==> src/rtl/mbus_wake_seq_pkg.sv <==
// mbus_wake_seq_pkg: sequencer state encoding and isolation-control levels
package mbus_wake_seq_pkg;
  typedef enum logic [2:0] {
    SLEEP      = 3'd0,
    INT_ASSERT = 3'd1,
    POWER_UP   = 3'd2,
    RELEASE    = 3'd3,
    ACTIVE     = 3'd4,
    ISO_ENTER  = 3'd5
  } state_e;
  localparam logic IO_HOLD    = 1'b0;
  localparam logic IO_RELEASE = 1'b1;
endpackage

==> src/rtl/mbus_wake_seq_sync2.sv <==
// mbus_wake_seq_sync2: two-flop synchroniser with selectable reset level
// Ports: clk_i/rst_i clock and sync active-high reset, d_i async input, q_o synchronised output.
module mbus_wake_seq_sync2 #(
  parameter logic RST_VAL = 1'b0
) (
  input  logic clk_i,
  input  logic rst_i,
  input  logic d_i,
  output logic q_o
);
  logic q1_q, q2_q;
  always_ff @(posedge clk_i)
    if (rst_i) {q2_q, q1_q} <= {RST_VAL, RST_VAL};
    else       {q2_q, q1_q} <= {q1_q, d_i};
  assign q_o = q2_q;
endmodule

==> src/rtl/mbus_wake_seq.sv <==
// mbus_wake_seq: power/isolation sequencer for a power-gated MBus layer
// Ports: clk_i/rst_i clock and sync active-high reset; clkin_i async MBus clock line;
//   int_req_i local wake/bus request level; sleep_req_i sleep-entry pulse;
//   release_iso_o isolation control; external_int_o DOUT-low request; pwr_on_o power switch;
//   awake_o high in ACTIVE; int_timeout_err_o one-cycle pulse on interrupt timeout.
module mbus_wake_seq
  import mbus_wake_seq_pkg::*;
#(
  parameter int SETTLE_CYCLES = 8,
  parameter int ISO_CYCLES    = 2,
  parameter int INT_TIMEOUT   = 255,
  parameter int CNT_W         = 8
) (
  input  logic clk_i,
  input  logic rst_i,
  input  logic clkin_i,
  input  logic int_req_i,
  input  logic sleep_req_i,
  output logic release_iso_o,
  output logic external_int_o,
  output logic pwr_on_o,
  output logic awake_o,
  output logic int_timeout_err_o
);
  // POWER_UP waits one cycle beyond SETTLE_CYCLES so isolation opens SETTLE_CYCLES+1 after power-on
  localparam logic [CNT_W-1:0] SETTLE_LAST = CNT_W'(SETTLE_CYCLES);
  localparam logic [CNT_W-1:0] ISO_LAST    = CNT_W'(ISO_CYCLES - 1);
  localparam logic [CNT_W-1:0] TMO_LAST    = CNT_W'(INT_TIMEOUT - 1);
  state_e state_q, state_d;
  logic [CNT_W-1:0] cnt_q, cnt_d;
  logic clkin_s, clkin_prev_q, clkin_edge;
  logic armed_q, armed_d, rel_d, ext_d, pwr_d, awake_d, err_d;
  mbus_wake_seq_sync2 #(.RST_VAL(1'b1)) u_sync (
    .clk_i(clk_i),
    .rst_i(rst_i),
    .d_i  (clkin_i),
    .q_o  (clkin_s)
  );
  assign clkin_edge = clkin_s ^ clkin_prev_q;
  always_comb begin
    state_d = state_q;
    cnt_d   = (cnt_q == '1) ? cnt_q : cnt_q + 1'b1;
    err_d   = 1'b0;
    // a timed-out request stays disarmed until int_req_i has been seen low
    armed_d = armed_q | ~int_req_i;
    case (state_q)
      SLEEP:
        if (int_req_i && armed_q) begin
          state_d = INT_ASSERT;
          cnt_d   = '0;
        end else if (clkin_edge) begin
          state_d = POWER_UP;
          cnt_d   = '0;
        end
      INT_ASSERT:
        if (clkin_edge) begin
          state_d = POWER_UP;
          cnt_d   = '0;
        end else if (cnt_q == TMO_LAST) begin
          state_d = SLEEP;
          err_d   = 1'b1;
          armed_d = 1'b0;
        end
      POWER_UP:  state_d = (cnt_q == SETTLE_LAST) ? RELEASE : POWER_UP;
      RELEASE:   state_d = ACTIVE;
      ACTIVE:
        if (sleep_req_i) begin
          state_d = ISO_ENTER;
          cnt_d   = '0;
        end
      ISO_ENTER: state_d = (cnt_q == ISO_LAST) ? SLEEP : ISO_ENTER;
      default:   state_d = SLEEP;
    endcase
    // outputs are registered from the next state so they line up with the state they describe
    rel_d   = (state_d == RELEASE || state_d == ACTIVE) ? IO_RELEASE : IO_HOLD;
    pwr_d   = state_d != SLEEP && state_d != INT_ASSERT;
    awake_d = state_d == ACTIVE;
    // a bus request raised before wake keeps DOUT low through power-up
    ext_d   = state_d == INT_ASSERT || (state_d == POWER_UP && external_int_o);
  end
  always_ff @(posedge clk_i)
    if (rst_i) begin
      state_q           <= SLEEP;
      cnt_q             <= '0;
      armed_q           <= 1'b1;
      clkin_prev_q      <= 1'b1;
      release_iso_o     <= IO_HOLD;
      external_int_o    <= 1'b0;
      pwr_on_o          <= 1'b0;
      awake_o           <= 1'b0;
      int_timeout_err_o <= 1'b0;
    end else begin
      state_q           <= state_d;
      cnt_q             <= cnt_d;
      armed_q           <= armed_d;
      clkin_prev_q      <= clkin_s;
      release_iso_o     <= rel_d;
      external_int_o    <= ext_d;
      pwr_on_o          <= pwr_d;
      awake_o           <= awake_d;
      int_timeout_err_o <= err_d;
    end
endmodule

==> config.mk <==
export PLATFORM = sky130hd
export DESIGN_NAME = mbus_wake_seq
export DESIGN_NICKNAME = d
export VERILOG_FILES = /design/src/rtl/mbus_wake_seq_pkg.sv /design/src/rtl/mbus_wake_seq_sync2.sv /design/src/rtl/mbus_wake_seq.sv
export SDC_FILE = /design/constraint.sdc
export NUM_CORES = 1
export LEC_CHECK = 0
export BUFFER_PORTS_ARGS = -buffer_cell sky130_fd_sc_hd__buf_2
export CORE_MARGIN = 2
export CORE_UTILIZATION = 40
export DETAILED_ROUTE_END_ITERATION = 12
export MAX_ROUTING_LAYER = met4
export PLACE_DENSITY = 0.56
export SLEW_MARGIN = 20
export SYNTH_ARGS = -nofsm -noshare
export SYNTH_HDL_FRONTEND = slang
export SYNTH_HIERARCHICAL = 1
export SYNTH_SLANG_ARGS = --single-unit
==> constraint.sdc <==
create_clock -name clk_i -period 1.4 [get_ports clk_i]
set_input_delay 0.14 -clock clk_i [delete_from_list [all_inputs] [get_ports clk_i]]
set_output_delay 0.14 -clock clk_i [all_outputs]
set_load 0.005 [all_outputs]
==> results.md, run 1 <==
* Worst path buffer plus inverter count at 1
* Final worst-path cycle share at 110.8%
* Filler cells at 212
* All-layer global routing usage at 18.01%
* Overflow after GRT at 0
* Slew HR at 80.29%
* Final core utilization at 59.17%
* Mapped Area at 1020 um2
* Fin. max-slew vios at 0
* Worst r2r src: cnt_q[1]
* Diodes inserted at 0
* Final TNS setup at -382.3 ps
* Synth unique cells at 43
* Cell Count, Final, Fillers Out at 173
* Status: complete, but fails checks
* Final worst slack at -151.3 ps
* Most frequent cells in the layout: buf_4, dfxtp_1, dfxtp_2, buf_2, nor2_1
* Max FO, Critical Path at 3
* Row count at 18
* Worst skew pair latency at 300 ps
* HP Class: in2reg
* Crit-path cells: inv_2 > ha_1 > nand4_1 > o221ai_4 > mux2_4 > nor3_2
* Fin crit period at 1551 ps
* Reg-to-reg endpoint: external_int_o
* CP required at 1640 ps
* Final Hold Vio Count at 0
* Setup Skew at 6.000 ps
* Max Clock Freq at 0.6446 GHz
* Hold depth at 2
* DRC viols at 0
* Syn Nets at 117
* Crit start category: flip-flop
* Placed cells at 165
* Max incr delay on CP at 360 ps
* Kind of critical path: reg2reg
* Die Area at 2969 um2
* Final setup violating endpoints at 5
* Placer Congestion at 0.8135
* Worst EP arrival at 1790 ps
* Post-synth EDFFs at 0
* Seq/Total Area, Yosys at 39.26%
* CTS Sinks at 20
* Final design area excluding fillers at 1453 um2
* First-pass GRT wire length at 3705 um
* RSZ-0062 raised after global routing: yes
* Synth Register Bits at 20
* MaxCap Viol Count at 0
* Post-Syn Area per Cell at 9.442 um2
* Initial antenna violation count at 0
* Synthesized instance count at 108
* Drt first pass iters at 4
* DP HPWL at 1537 um
* Final Net Count at 153
* CTS Buffer Depth at 2
* Crit-path leading delay family: flip-flops
* Hold endpoint: state_q[0]
* Maximum vdd drop at 0.0007079 V
* Max H-tree Level at 1
* Dpl ws at -135.3 ps
* Share of post-route cells with drive strength above 1 at 58.04%
* Root Driver: clkbuf_4
* YS warnings at 6
* Crit end category: flip-flop
* Failing checks: negative setup slack
* CTS tree: built
* Worst path slowest cell: dfxtp_2
* Ports at 10
* Vias/cell at 5.139
* Post-synth top flop: dfxtp_1
* WL per Instance at 12.63 um
* Worst Max-Slew Pin Slew at 291.7 ps
* Die Width at 54.49 um
* Asr flop ratio synth at 0%
* R2R depth at 6
* Total Routed Length at 2185 um
* Antenna Nets Post-Route at 0
* Via Count at 889
* Most common cell after layout, fill and taps aside: buf_4
* LEAKAGE at 0.6034 nW
* Hold_sp: rst_i
* PwrDens at 906.9 nW/um2
* R2R Setup Slk at -150 ps
* Port Buffers at 9
* Vias in the first global route at 853
* DP Area at 1249 um2
* Area Growth Syn to Fin at 42.45%
* Largest net degree at the start of global routing at 12
* Starting density of the core at 41.54%
* Num CTS Buffers at 3
* Clk slew on worst S/H paths at 110 ps
* DRT iter0 DRCs at 10
* Core ar. at 2455 um2
* Die Ht at 54.49 um
[layer usage]
layer  track usage, %  share of wire [%]  up-vias
met5                -                  0        -
met4            9.167                2.0        0
met3            2.732                2.7        6
met2            27.11                 49       11
met1            23.36                 46      421
li1                 -                  -      451
[area by class of cell]
cell class | instances | area (um2) | share of cell area (%)
clock buffers | 4 | 36.28 | 2.498
multi-input cells | 78 | 698.2 | 48.06
repair buffers | 35 | 246.5 | 16.97
well taps | 30 | 37.54 | 2.584
inverters | 6 | 22.52 | 1.550
flip-flops and latches | 20 | 411.6 | 28.34
[state kept, by name, indices dropped and copies added, names as in the netlist]
name,count
cnt_q,8
state_q,3
armed_q,1
awake_o,1
clkin_prev_q,1
external_int_o,1
int_timeout_err_o,1
pwr_on_o,1
release_iso_o,1
u_sync/q1_q,1
u_sync/q_o,1
[synth_stat cells (all sizes together), types with 2 or more instances]
library cell | number | share of area, %
ha | 4 | 4.9
a31oi | 2 | 1.2
o21ai | 5 | 2.5
a21oi | 2 | 0.98
nand4 | 2 | 1.2
nor3 | 4 | 2.9
or2 | 4 | 2.5
mux2 | 2 | 2.6
buf | 3 | 2.1
xnor2 | 3 | 3.3
dfxtp | 20 | 39
a211oi | 3 | 2.7
nand2 | 6 | 2.2
nor2 | 14 | 5.6
nand3 | 7 | 5.2
a211o | 2 | 1.7
nor4 | 3 | 1.8
inv | 6 | 2.2
a21o | 2 | 1.5
[report_power, final]
part,leakage (nW),switching (mW),internal [mW]
sequential,0.166,0.0333,0.605
clock,0.0210,0.179,0.159
combinational,0.416,0.151,0.190
[through the flow]
stage               power (mW)  hold slack (ps)
floorplan               0.8071            237.1
global placement        0.9081            324.9
detailed placement      0.9108            325.5
CTS                      1.274            126.5
global route             1.398            164.1
finish                   1.317            151.4
[cell families after synthesis]
family | after synthesis | share of synthesized area (%)
adder cells (fa/ha/maj) | 4 | 4.908
buffers and inverters | 10 | 4.662
flip-flops | 20 | 39.26
multiplexers | 3 | 3.558
XOR/XNOR | 4 | 4.173
AND/OR/NAND/NOR | 48 | 27.61
AO/OA/AOI/OAI | 19 | 15.83
[how the worst max path moves through the flow]
stage	startpoint	to	slack, ps	cells past startpoint
after floorplan	cnt_q[5]	release_iso_o	-30	5
after global placement	state_q[0]	external_int_o	-130	5
after detailed placement	state_q[2]	external_int_o	-140	5
after CTS	cnt_q[0]	external_int_o	-130	7
after global routing	cnt_q[1]	external_int_o	-230	6
final	cnt_q[1]	external_int_o	-150	6
[repair_timing]
action                                  CTS  global route
gates resized for setup                   5            29
endpoints found under the hold margin     1             0
buffers inserted                          3             1
pin swaps                                 1             7
endpoints found under the setup margin    7            17
hold buffers                              1             0
(Power assumes the default switching activity.)
==> run 2, diff against run 1 <==
--- a/config.mk
+++ b/config.mk
@@ -5,12 +5,13 @@
 export SDC_FILE = /design/constraint.sdc
 export NUM_CORES = 1
 export LEC_CHECK = 0
-export BUFFER_PORTS_ARGS = -buffer_cell sky130_fd_sc_hd__buf_2
 export CORE_MARGIN = 2
 export CORE_UTILIZATION = 40
 export DETAILED_ROUTE_END_ITERATION = 12
+export DONT_BUFFER_PORTS = 1
 export MAX_ROUTING_LAYER = met4
-export PLACE_DENSITY = 0.56
+export PLACE_DENSITY = 0.52
+export SETUP_SLACK_MARGIN = 0.02
 export SLEW_MARGIN = 20
 export SYNTH_ARGS = -nofsm -noshare
 export SYNTH_HDL_FRONTEND = slang
==> results.md, run 2 (same netlist as run 1, synthesis figures left out) <==
* Kind of critical path: reg2reg
* Diodes inserted at 0 (unchanged)
* Final setup violating endpoints at 6 (+1)
* Max H-tree Level at 1 (unchanged)
* Starting density of the core at 41.54% (unchanged)
* CTS Sinks at 20 (unchanged)
* Status: complete, but fails checks
* R2R Setup Slk at -150 ps (about the same)
* Row count at 18 (unchanged)
* CP required at 1600 ps (-40 ps)
* Maximum vdd drop at 0.0007253 V (+2.5%)
* Final design area excluding fillers at 1405 um2 (-3.3%)
* Largest net degree at the start of global routing at 12 (unchanged)
* Worst path buffer plus inverter count at 1 (unchanged)
* PwrDens at 919.4 nW/um2 (+1.4%)
* Most flop-heavy register: cnt_q
* CTS tree: built
* Worst Max-Slew Pin Slew at 341.6 ps (+49.85 ps)
* Crit start category: flip-flop
* Share of post-route cells with drive strength above 1 at 52.17% (-5.9 points)
* CTS Buffer Depth at 2 (unchanged)
* Largest registers in the final layout: cnt_q (8), state_q (3)
* DRC viols at 0 (unchanged)
* DP HPWL at 1461 um (-4.9%)
* Crit end category: flip-flop
* RSZ-0062 raised after global routing: yes
* DP Area at 1226 um2 (-1.8%)
* Setup Skew at 3.160 ps (-2.840 ps)
* Num CTS Buffers at 3 (unchanged)
* Vias/cell at 5.125 (-0.27%)
* Placed cells at 159 (-3.6%)
* Most frequent cells in the layout: buf_4, dfxtp_2, nor2_1, dfxtp_1, nand2_1
* Overflow after GRT at 0 (unchanged)
* Initial antenna violation count at 0 (unchanged)
* Die Ht at 54.49 um (unchanged)
* DRT iter0 DRCs at 26 (+16)
* Max FO, Critical Path at 3 (unchanged)
* Via Count at 861 (-3.1%)
* Final Net Count at 148 (-3.3%)
* Fin crit period at 1549 ps (-2.154 ps)
* Max incr delay on CP at 350 ps (about the same)
* Antenna Nets Post-Route at 0 (unchanged)
* Failing checks: negative setup slack
* Core ar. at 2455 um2 (unchanged)
* Cell Count, Final, Fillers Out at 168 (-2.9%)
* MaxCap Viol Count at 0 (unchanged)
* Worst skew pair latency at 300 ps (about the same)
* Drt first pass iters at 6 (+2)
* Die Width at 54.49 um (unchanged)
* WL per Instance at 13.32 um (+5.5%)
* Final worst slack at -149.1 ps (+2.154 ps)
* Crit-path cells: inv_2 > ha_4 > nand4_1 > nor2_2 > o221ai_4 > nor2_4 > mux2_4
* Final TNS setup at -354.1 ps (+28.23 ps)
* Most common cell after layout, fill and taps aside: buf_4
* Worst path slowest cell: dfxtp_2
* Total Routed Length at 2238 um (+2.4%)
* Largest register FFs at 8 (unchanged)
* HP Class: in2reg
* Root Driver: clkbuf_4
* Final Hold Vio Count at 0 (unchanged)
* Clk slew on worst S/H paths at 120 ps (about the same)
* Crit-path leading delay family: simple AND/OR/NAND/NOR gates
* Ports at 10 (unchanged)
* Die Area at 2969 um2 (unchanged)
* Placer Congestion at 0.7997 (-1.7%)
* Max Clock Freq at 0.6455 GHz (+0.14%)
* All-layer global routing usage at 17.40% (-0.61 points)
* Final worst-path cycle share at 110.7% (-0.15 points)
* Fin. max-slew vios at 0 (unchanged)
* Worst EP arrival at 1750 ps (-40 ps)
* Area Growth Syn to Fin at 37.79%
* Vias in the first global route at 821 (-3.8%)
* First-pass GRT wire length at 3581 um (-3.3%)
* Slew HR at 77.15% (-3.1 points)
* LEAKAGE at 0.5666 nW (-6.1%)
* Port Buffers at 0 (-9)
* Final core utilization at 57.24% (-1.9 points)
[run 2: cell type report]
class | instances | area [um2]
fillers | 212 | 1050
multi-input cells | 78 | 661.9
flip-flops and latches | 20 | 416.7
repair buffers | 30 | 230.2
well taps | 30 | 37.54
clock buffers | 4 | 36.28
inverters | 6 | 22.52
[run 2: worst reg2reg max path, delay by kind of cell (launching register included)]
family | cells | cell delay [ps]
flops | 1 | 350
mux | 1 | 290
compound gates | 1 | 140
fa+ha+maj | 1 | 130
buf+inv | 1 | 90
simple gates | 3 | 440
[run 2: per-stage QoR]
step	hold WS, ps	power, mW	setup slack, ps
3_5_place_dp	218.2	0.9049	-110.4
5_1_grt	30.97	1.355	-213.1
3_3_place_gp	212.7	0.9052	-128.1
2_1_floorplan	237.1	0.8071	-27.71
6_report	36.12	1.292	-149.1
4_1_cts	26.31	1.276	-123.5
[run 2: worst paths after layout]
| kind | startpoint | endpoint | depth (start not counted) |
|---|---|---|---|
| setup reg to reg | cnt_q[0] | release_iso_o | 7 |
| hold reg to reg | u_sync/q1_q | u_sync/q_o | 1 |
| hold / removal | rst_i | int_timeout_err_o | 2 |
| setup / recovery | cnt_q[0] | release_iso_o | 7 |
[run 2: routing by layer]
layer | GRT usage (%) | routed length, um | vias to the layer above
met3 | 2.459 | 100 | 2
met5 | - | 0 | -
met4 | 7.500 | 13 | 0
met2 | 25.10 | 1044 | 20
li1 | - | - | 438
met1 | 24.12 | 1080 | 401
[run 2: power by group]
group	internal, mW	total, mW	switching, mW	leakage, nW
sequential	0.605	0.640	0.0348	0.166
clock	0.159	0.339	0.180	0.0210
combinational	0.179	0.313	0.134	0.379
[run 2: timing repair]
item                                   4_1_cts  5_1_grt
endpoints found under the hold margin        9        0
gates resized for setup                     11       16
hold buffers                                 2        0
setup endpoints to repair                    8       14
buffers inserted                             2        1
pin swaps                                    2        8
